## src/rtl/fetch_unit.sv

```systemverilog
// fetch_unit: instruction fetch stage with credit-limited memory requests,
// an in-order prefetch FIFO carrying {instr, pc}, and redirect flush that
// discards responses still in flight.
// Optional feature macro: FETCH_ALIGN_CHECK_EN (misaligned redirects set a
// sticky fetch_misalign flag and halt fetching until an aligned redirect).
module fetch_unit #(
    parameter int          DEPTH    = 4,
    parameter logic [31:0] RESET_PC = 32'h0000_0000
) (
    input  logic        clk,
    input  logic        reset,
    input  logic        redirect_valid,
    input  logic [31:0] redirect_pc,
    output logic        mem_req_valid,
    input  logic        mem_req_ready,
    output logic [31:0] mem_req_addr,
    input  logic        mem_resp_valid,
    input  logic [31:0] mem_resp_data,
    output logic        out_valid,
    input  logic        out_ready,
    output logic [31:0] out_instr,
    output logic [31:0] out_pc,
    output logic [31:0] out_pc_plus4,
    output logic        fetch_misalign
);

    localparam int AW = $clog2(DEPTH);
    localparam int CW = AW + 1;

    logic [31:0]   instrMem_q [DEPTH];
    logic [31:0]   pcMem_q    [DEPTH];
    logic [31:0]   reqPcMem_q [DEPTH];

    logic [31:0]   fetchPc_q,   fetchPc_d;
    logic [AW-1:0] wrPtr_q,     wrPtr_d;
    logic [AW-1:0] rdPtr_q,     rdPtr_d;
    logic [AW-1:0] reqWrPtr_q,  reqWrPtr_d;
    logic [AW-1:0] reqRdPtr_q,  reqRdPtr_d;
    logic [CW-1:0] count_q,     count_d;
    logic [CW-1:0] inflight_q,  inflight_d;
    logic [CW-1:0] stale_q,     stale_d;

    logic          halted;
    logic [CW:0]   creditsUsed;
    logic          reqFire;
    logic          fifoPush;
    logic          fifoPop;
    logic [31:0]   respPc;
    logic [31:0]   alignedTarget;

    // Low address bits are dropped so every request stays word aligned.
    assign alignedTarget = redirect_pc & ~32'h0000_0003;

`ifdef FETCH_ALIGN_CHECK_EN
    logic misalign_q;

    // Sticky misalign flag: each redirect re-evaluates it, and while set the
    // unit stops issuing requests.
    always_ff @(posedge clk or negedge reset) begin
        if (!reset) begin
            misalign_q <= 1'b0;
        end else if (redirect_valid) begin
            misalign_q <= (redirect_pc[1:0] != 2'b00);
        end
    end

    assign halted         = misalign_q;
    assign fetch_misalign = misalign_q;
`else
    assign halted         = 1'b0;
    assign fetch_misalign = 1'b0;
`endif

    assign creditsUsed   = {1'b0, count_q} + {1'b0, inflight_q};
    assign mem_req_valid = !redirect_valid && !halted && (creditsUsed < (CW+1)'(DEPTH));
    assign mem_req_addr  = fetchPc_q;
    assign reqFire       = mem_req_valid && mem_req_ready;

    assign respPc        = reqPcMem_q[reqRdPtr_q];
    assign fifoPush      = mem_resp_valid && !redirect_valid && (stale_q == '0);

    assign out_valid     = (count_q != '0);
    assign out_instr     = instrMem_q[rdPtr_q];
    assign out_pc        = pcMem_q[rdPtr_q];
    assign out_pc_plus4  = pcMem_q[rdPtr_q] + 32'd4;
    assign fifoPop       = out_valid && out_ready;

    // Next-state for PC, FIFO pointers/count and the inflight/stale counters;
    // a redirect flushes the FIFO and marks every remaining request stale.
    always_comb begin
        fetchPc_d  = fetchPc_q;
        wrPtr_d    = wrPtr_q;
        rdPtr_d    = rdPtr_q;
        count_d    = count_q;
        stale_d    = stale_q;
        inflight_d = inflight_q + CW'(reqFire) - CW'(mem_resp_valid);
        reqWrPtr_d = reqWrPtr_q + AW'(reqFire);
        reqRdPtr_d = reqRdPtr_q + AW'(mem_resp_valid);

        if (redirect_valid) begin
            fetchPc_d = alignedTarget;
            wrPtr_d   = '0;
            rdPtr_d   = '0;
            count_d   = '0;
            stale_d   = inflight_q - CW'(mem_resp_valid);
        end else begin
            if (reqFire) begin
                fetchPc_d = fetchPc_q + 32'd4;
            end
            wrPtr_d = wrPtr_q + AW'(fifoPush);
            rdPtr_d = rdPtr_q + AW'(fifoPop);
            count_d = count_q + CW'(fifoPush) - CW'(fifoPop);
            if (mem_resp_valid && (stale_q != '0)) begin
                stale_d = stale_q - CW'(1);
            end
        end
    end

    // Control state register with asynchronous active-low reset.
    always_ff @(posedge clk or negedge reset) begin
        if (!reset) begin
            fetchPc_q  <= RESET_PC;
            wrPtr_q    <= '0;
            rdPtr_q    <= '0;
            reqWrPtr_q <= '0;
            reqRdPtr_q <= '0;
            count_q    <= '0;
            inflight_q <= '0;
            stale_q    <= '0;
        end else begin
            fetchPc_q  <= fetchPc_d;
            wrPtr_q    <= wrPtr_d;
            rdPtr_q    <= rdPtr_d;
            reqWrPtr_q <= reqWrPtr_d;
            reqRdPtr_q <= reqRdPtr_d;
            count_q    <= count_d;
            inflight_q <= inflight_d;
            stale_q    <= stale_d;
        end
    end

    // Data storage needs no reset: entries are only read once count/inflight
    // say they were written.
    always_ff @(posedge clk) begin
        if (fifoPush) begin
            instrMem_q[wrPtr_q] <= mem_resp_data;
            pcMem_q[wrPtr_q]    <= respPc;
        end
        if (reqFire) begin
            reqPcMem_q[reqWrPtr_q] <= fetchPc_q;
        end
    end

endmodule

```

## config.mk

```make
export PLATFORM = sky130hd
export DESIGN_NAME = fetch_unit
export DESIGN_NICKNAME = d
export VERILOG_FILES = /design/src/rtl/fetch_unit.sv
export SDC_FILE = /design/constraint.sdc
export NUM_CORES = 1
export LEC_CHECK = 0
export CORE_ASPECT_RATIO = 0.5
export CORE_MARGIN = 5
export CORE_UTILIZATION = 58
export DETAILED_ROUTE_END_ITERATION = 8
export PLACE_DENSITY = 0.86
export SYNTH_ARGS = -nofsm -noshare
export SYNTH_HDL_FRONTEND = slang
export SYNTH_SLANG_ARGS = --single-unit
```

## constraint.sdc

```tcl
create_clock -name clk -period 18.1 [get_ports clk]
set_input_delay 4.525 -clock clk [delete_from_list [all_inputs] [get_ports clk]]
set_output_delay 4.525 -clock clk [all_outputs]
set_load 0.005 [all_outputs]
```

==> results of run 1 <==
[critical path, cell delays in order]
cell             delay (ns)
clkdlybuf4s50_1        0.40
buf_4                  0.29
nor4_1                 0.41
and2_1                 0.20
clkdlybuf4s50_1        0.50
[state kept, by name, indices dropped and copies added (netlist names)]
register,flops
instrMem_q,128
pcMem_q,120
reqPcMem_q,120
mem_req_addr,30
count_q,3
inflight_q,3
stale_q,3
rdPtr_q,2
reqRdPtr_q,2
reqWrPtr_q,2
wrPtr_q,2
[how the worst min path moves through the flow]
stage / start / endpoint / cells after the start
after floorplan: reqWrPtr_q[1] / reqWrPtr_q[1] / 1
after global placement: inflight_q[0] / inflight_q[0] / 1
after detailed placement: inflight_q[0] / inflight_q[0] / 1
after CTS: inflight_q[0] / inflight_q[0] / 1
after global routing: stale_q[2] / stale_q[2] / 2
final: inflight_q[0] / inflight_q[0] / 1
[cell families after synthesis]
group,synth area share
xor gates and xnor gates,0.0225
and+or+nand+nor,0.0582
DFF,0.731
other,0.000224
buffers and inverters,0.0196
adders and majority gates,0.0144
muxes,0.127
AOI/OAI and AO/OA,0.0270
[stage by stage]
step	std cells	hold slack (ns)	setup slack [ns]	cell area [um2]
6_report	1497	0.564	7.24	20100
4_1_cts	1497	0.575	7.22	20100
3_3_place_gp	1435	0.538	7.28	19000
5_1_grt	1497	0.610	7.10	20100
3_5_place_dp	1435	0.560	7.23	19000
2_1_floorplan	890	0.494	7.91	16700
[cell usage after synthesis, types with 4 or more instances]
| cell | count | area, um2 |
|---|---|---|
| buf_1 | 9 | 33.8 |
| clkbuf_1 | 15 | 56.3 |
| o211ai_1 | 4 | 30.0 |
| or3_1 | 4 | 25.0 |
| mux4_1 | 6 | 158 |
| nand2_1 | 51 | 191 |
| nor3b_1 | 4 | 30.0 |
| nor3_1 | 13 | 65.1 |
| edfxtp_1 | 368 | 11100 |
| ha_1 | 16 | 200 |
| o21ai_0 | 23 | 115 |
| buf_4 | 7 | 52.6 |
| buf_2 | 6 | 30.0 |
| and2_1 | 7 | 43.8 |
| mux4_2 | 86 | 1940 |
| o311ai_0 | 5 | 43.8 |
| nand4_1 | 13 | 81.3 |
| dfrtp_1 | 47 | 1180 |
| nor4_1 | 6 | 37.5 |
| and3_1 | 6 | 37.5 |
| xor2_1 | 26 | 228 |
| a21oi_1 | 8 | 40.0 |
| xnor2_1 | 17 | 149 |
| nand3_1 | 25 | 125 |
| a221o_1 | 7 | 70.1 |
| inv_1 | 22 | 82.6 |
| nor2_1 | 26 | 97.6 |
| and4_1 | 5 | 43.8 |
[routing by layer]
metal	track usage	wire (um)
met5	0	0
met4	0.0638	927
met3	0.0436	2810
met2	0.405	19400
met1	0.308	14400
[cell type report]
class                           instances  share of cell area
Clock inverter                         12             0.00311
Timing Repair Buffer                  205               0.100
Sequential cell                       415               0.609
Multi-Input combinational cell        410               0.210
Inverter                               23             0.00430
Clock buffer                           50              0.0495
Tap cell                              382              0.0238
[power by group]
part	total (mW)	internal [mW]	switching, mW	leakage (nW)
Combinational	0.707	0.385	0.322	2.23
Sequential	1.28	1.18	0.108	3.89
Clock	0.708	0.385	0.323	0.511
Total	2.70	1.94	0.753	6.64
[layout by cell type (no fill, tap or decap), types with 14 or more instances in the layout]
cell type / netlist / final
edfxtp_1: 368 / 368
clkdlybuf4s50_1: 0 / 190
mux4_2: 86 / 86
nand2_1: 51 / 51
dfrtp_1: 47 / 44
clkbuf_16: 0 / 37
xor2_1: 26 / 26
nand3_1: 25 / 25
nor2_1: 26 / 24
o21ai_0: 23 / 23
inv_1: 22 / 22
xnor2_1: 17 / 17
ha_1: 16 / 16
buf_4: 7 / 14
==> impl_metrics.env, run 1 <==
export IMPL_crit_fanout=47
export IMPL_post_synth_instance_area_mm2=0.0167
export IMPL_post_cts_resized_instances=0
export IMPL_status="complete, no violations"
export IMPL_cts_tree="yes"
export IMPL_critical_path_required_ns=13.57
export IMPL_cts_max_path_buffers=3
export IMPL_static_leakage_power_nw=6.64
export IMPL_share_of_final_layout_standard_cells_stronger_than_drive_strength_1=0.150
export IMPL_fp_coreArea_mm2=0.0280
export IMPL_synth_cell_types=57
export IMPL_cts_clk_slew_worst_paths_ns=0.07
export IMPL_post_cts_setup_buffers=0
export IMPL_floorplan_die_height_um=130
export IMPL_setup_viol=0
export IMPL_reg2regPathDepth=8
export IMPL_floorplan_initialDensity=0.596
export IMPL_die_width_um=250
export IMPL_post_route_util=0.717
export IMPL_yosysWarnings=0
export IMPL_synth_ff_latch_count=415
export IMPL_clock_tree_root_buffer_cell="clkbuf_16"
export IMPL_finalSetupTns_ns=0
export IMPL_cts_htree_levels=2
export IMPL_clock_skews_ns=0.0224
export IMPL_detail_route_first_pass_iterations=6
export IMPL_remaining_overflow_grt=0
export IMPL_setup_repair_after_global_routing_missed_its_margin="false"
export IMPL_finish_net_count=1178
export IMPL_detail_route_antenna_nets=0
export IMPL_sequential_cell_area_mm2=0.0122
export IMPL_final_weighted_congestion_in_routability_driven_placement=0.853
export IMPL_powerDensity_mw_per_mm2=134
export IMPL_worst_r2r_setup_slack_ns=14.80
export IMPL_routed_via_count=9296
export IMPL_multi_input_comb_area_mm2=0.00422
export IMPL_layout_area_growth_over_synthesis_pct=20.2
export IMPL_gr_usage_all_layers=0.231
export IMPL_cts_buffers_inserted=35
export IMPL_design_die_area_mm2=0.0325
export IMPL_cts_sinks=415
export IMPL_fin_total_pwr_mw=2.70
export IMPL_grt_max_degree=63
export IMPL_cp_start_kind="input port"
export IMPL_cts_hold_buffers=0
export IMPL_crit_end="mem_req_valid"
export IMPL_r2r_end="mem_req_addr[13]"
export IMPL_wire_length_of_the_first_global_routing_pass_um=57600
export IMPL_num_rows=43
export IMPL_drt_wirelength_per_cell_um=25.1
export IMPL_drt_vias_per_instance=6.21
export IMPL_worst_ep_arrival_time_ns=6.34
export IMPL_final_period_minus_worst_setup_slack_ns=10.86
export IMPL_fill_cells=1582
export IMPL_number_of_global_route_vias_before_repair=9659
export IMPL_async_reset_ff_frac=0.113
export IMPL_post_route_period_util=0.600
export IMPL_cap_violations=0
export IMPL_detail_route_iter0_violations=1092
export IMPL_overall_routed_net_length_um=37500
export IMPL_worst_slew_pin_slew_ns=1.25
export IMPL_hpwl_um=22900
export IMPL_crit_reg2reg_launch="inflight_q[1]"
export IMPL_post_synth_cell_area_avg_um2=18.9
export IMPL_hold_path_class="flip-flop to flip-flop"
export IMPL_drt_drc_violations_left=0
export IMPL_boundaryPins=201
export IMPL_synth_main_ff_cell="edfxtp_1"
export IMPL_achievable_frequency_mhz=92.1
export IMPL_worstSkewPairLatency_ns=0.52
export IMPL_grt_antenna_before_repair=0
export IMPL_io_buffers=191
export IMPL_antennaDiodeCount=0
export IMPL_syn_inst=884
export IMPL_critical_path_origin="redirect_valid"
export IMPL_vdd_ir_drop_worst_mv=0.0876
export IMPL_crit_path_end_kind="output port"
export IMPL_post_synth_edffs=368
export IMPL_final_max_slew_viol_count=0
export IMPL_worstSetupPathType="input port to output port"
export IMPL_max_slew_margin=0.166
export IMPL_finalHoldViolations=0
export IMPL_synth_yosys_seq_area_share=0.731
No activity file was read; power rests on OpenSTA's default activity.
==> run 2, diff against run 1 <==
--- a/config.mk
+++ b/config.mk
@@ -7,9 +7,9 @@
 export LEC_CHECK = 0
 export CORE_ASPECT_RATIO = 0.5
 export CORE_MARGIN = 5
-export CORE_UTILIZATION = 58
+export CORE_UTILIZATION = 56
 export DETAILED_ROUTE_END_ITERATION = 8
-export PLACE_DENSITY = 0.86
+export PLACE_DENSITY = 0.83
 export SYNTH_ARGS = -nofsm -noshare
 export SYNTH_HDL_FRONTEND = slang
 export SYNTH_SLANG_ARGS = --single-unit
==> constraint.sdc (replaced) <==
create_clock -name clk -period 10.8 [get_ports clk]
set_input_delay 2.7 -clock clk [delete_from_list [all_inputs] [get_ports clk]]
set_output_delay 2.7 -clock clk [all_outputs]
set_load 0.005 [all_outputs]
==> run 2 against run 1 <==
  * Hold slack lost 0.0013 ns
  * Cell area grew 0.66%
  * Largest cell class unchanged
  * Via count shrank 0.46%
  * Count of clock-buffer cells in the layout shrank 7
  * Clock skew grew 0.010 ns
  * Power grew 72%
  * Wire length shrank 2.2%
  * Global-route usage shrank 1.4 points
  * Largest power group unchanged
  * Non-clock buffer count grew 1
  * Critical path type unchanged
==> impl_metrics.env, run 2 (synthesis results as in run 1) <==
export IMPL_status="complete, no violations"
export IMPL_grt_max_degree=63
export IMPL_critical_path_origin="redirect_valid"
export IMPL_sequential_share_of_power=0.463
export IMPL_clock_tree_root_buffer_cell="clkbuf_16"
export IMPL_number_of_global_route_vias_before_repair=9506
export IMPL_fp_coreArea_mm2=0.0292
export IMPL_static_leakage_power_nw=6.71
export IMPL_detail_route_first_pass_iterations=5
export IMPL_cp_start_kind="input port"
export IMPL_drt_vias_per_instance=6.13
export IMPL_final_instance_count_excl_fill=1509
export IMPL_final_weighted_congestion_in_routability_driven_placement=0.866
export IMPL_mostFrequentLayoutCells="edfxtp_1 (368), clkdlybuf4s50_1 (190), mux4_2 (86)"
export IMPL_powerDensity_mw_per_mm2=229
export IMPL_power_report_internal_total_mw=3.35
export IMPL_cts_tree="yes"
export IMPL_finalHoldViolations=0
export IMPL_cpMostUsedCell="clkdlybuf4s50_1"
export IMPL_share_of_final_layout_standard_cells_stronger_than_drive_strength_1=0.155
export IMPL_max_slew_margin=0.107
export IMPL_boundaryPins=201
export IMPL_crit_path_end_kind="output port"
export IMPL_post_route_util=0.692
export IMPL_grt_antenna_before_repair=0
export IMPL_finalSetupTns_ns=0
export IMPL_die_width_um=254
export IMPL_layout_cells_most_common="edfxtp_1"
export IMPL_finalWorstSetupSlack_ns=3.62
export IMPL_floorplan_die_height_um=132
export IMPL_cp_slowest_stage_delay_ns=0.50
export IMPL_crit_fanout=47
export IMPL_gr_usage_all_layers=0.218
export IMPL_worstSetupPathType="input port to output port"
export IMPL_worst_ep_arrival_time_ns=4.48
export IMPL_cts_max_path_buffers=3
export IMPL_cts_clk_slew_worst_paths_ns=0.07
export IMPL_hp_start="inflight_q[0]"
export IMPL_layout_cell_area_non_filler_mm2=0.0202
export IMPL_remaining_overflow_grt=0
export IMPL_crit_reg2reg_launch="inflight_q[2]"
export IMPL_placedInstanceArea_mm2=0.0190
export IMPL_cts_buffers_inserted=36
export IMPL_power_share_combinational=0.257
export IMPL_io_buffers=191
export IMPL_setup_viol=0
export IMPL_post_cts_setup_buffers=0
export IMPL_cts_htree_levels=2
export IMPL_critPathSlowestCell="clkdlybuf4s50_1"
export IMPL_antennaDiodeCount=0
export IMPL_cts_hold_buffers=0
export IMPL_layout_area_growth_over_synthesis_pct=21.0
export IMPL_largest_reg_flops=128
export IMPL_routed_via_count=9253
export IMPL_dpl_cell_count=1445
export IMPL_design_die_area_mm2=0.0336
export IMPL_worstSkewPairLatency_ns=0.54
export IMPL_worst_slew_pin_slew_ns=1.33
export IMPL_fin_total_pwr_mw=4.63
export IMPL_vdd_ir_drop_worst_mv=0.128
export IMPL_hold_worst_slack_ns=0.562
export IMPL_hold_path_class="flip-flop to flip-flop"
export IMPL_final_max_slew_viol_count=0
export IMPL_hpwl_um=22600
export IMPL_overall_routed_net_length_um=36700
export IMPL_post_cts_resized_instances=0
export IMPL_drt_wirelength_per_cell_um=24.3
export IMPL_critical_path_required_ns=8.10
export IMPL_switching_share=0.276
export IMPL_achievable_frequency_mhz=139
export IMPL_detail_route_antenna_nets=0
export IMPL_reg_top3="instrMem_q x128, pcMem_q x120, reqPcMem_q x120"
export IMPL_setup_repair_after_global_routing_missed_its_margin="false"
export IMPL_max_flop_register="instrMem_q"
export IMPL_floorplan_initialDensity=0.572
export IMPL_drt_drc_violations_left=0
export IMPL_timing_critical_path_cells="clkdlybuf4s50_1 -> buf_4 -> nor4_1 -> and2_1 -> clkdlybuf4s50_1"
export IMPL_final_period_minus_worst_setup_slack_ns=7.18
export IMPL_finish_net_count=1180
export IMPL_detail_route_iter0_violations=1079
export IMPL_power_switching_mw=1.28
export IMPL_cap_violations=0
export IMPL_clock_skews_ns=0.0325
export IMPL_num_rows=44
export IMPL_wire_length_of_the_first_global_routing_pass_um=56400
export IMPL_post_route_period_util=0.665
export IMPL_cts_sinks=415
export IMPL_p_clk_frac=0.280
export IMPL_post_place_ws_ns=3.63
==> run 2: cell types whose count changed in the layout (fill, tap and decap cells not counted) <==
cell,delta
buf_4,+1
bufinv_16,+4
clkbuf_1,-6
clkbuf_8,-1
clkinv_1,+3
clkinv_2,+1
clkinvlp_4,-2
inv_6,+2
inv_8,+1
==> run 2: layout make-up <==
class                      count  area, um2
clock buffer                  43        958
clock inverter                21        213
fill                        1790       9010
tap                          391        489
inverter                      23       86.3
sequential                   415      12200
multi-input combinational    410       4220
timing repair buffer         206       2020
==> run 2: layer usage <==
metal	wire, um	global-route usage
met2	19200	0.373
met4	814	0.0608
met1	14200	0.290
met3	2440	0.0424
met5	0	0
==> run 2: power by group through the flow <==
stage,clock [mW],combinational [mW],sequential (mW)
after detailed placement,0,1.19,2.18
after floorplan,0,0.708,2.08
after CTS,1.32,1.20,2.14
after global placement,0,1.14,2.16
after global routing,1.39,1.27,2.16
final,1.30,1.19,2.14
==> run 2: path summary, 6_finish.rpt <==
| path | end | slack [ns] | depth (start not counted) |
|---|---|---|---|
| min in group asynchronous | mem_req_addr[6] | 2.27 | 2 |
| max in group asynchronous | rdPtr_q[0] | 8.04 | 2 |
| min | inflight_q[0] | 0.56 | 1 |
| max | mem_req_valid | 3.62 | 5 |
| max reg2reg | reqPcMem_q[2][30] | 7.65 | 8 |
| min reg2reg | inflight_q[0] | 0.56 | 1 |
==> run 2: critical path: cells and delay by family <==
kind / cells / cell delay, ns
AND/OR/NAND/NOR: 2 / 0.58
buffers and inverters: 3 / 1.20
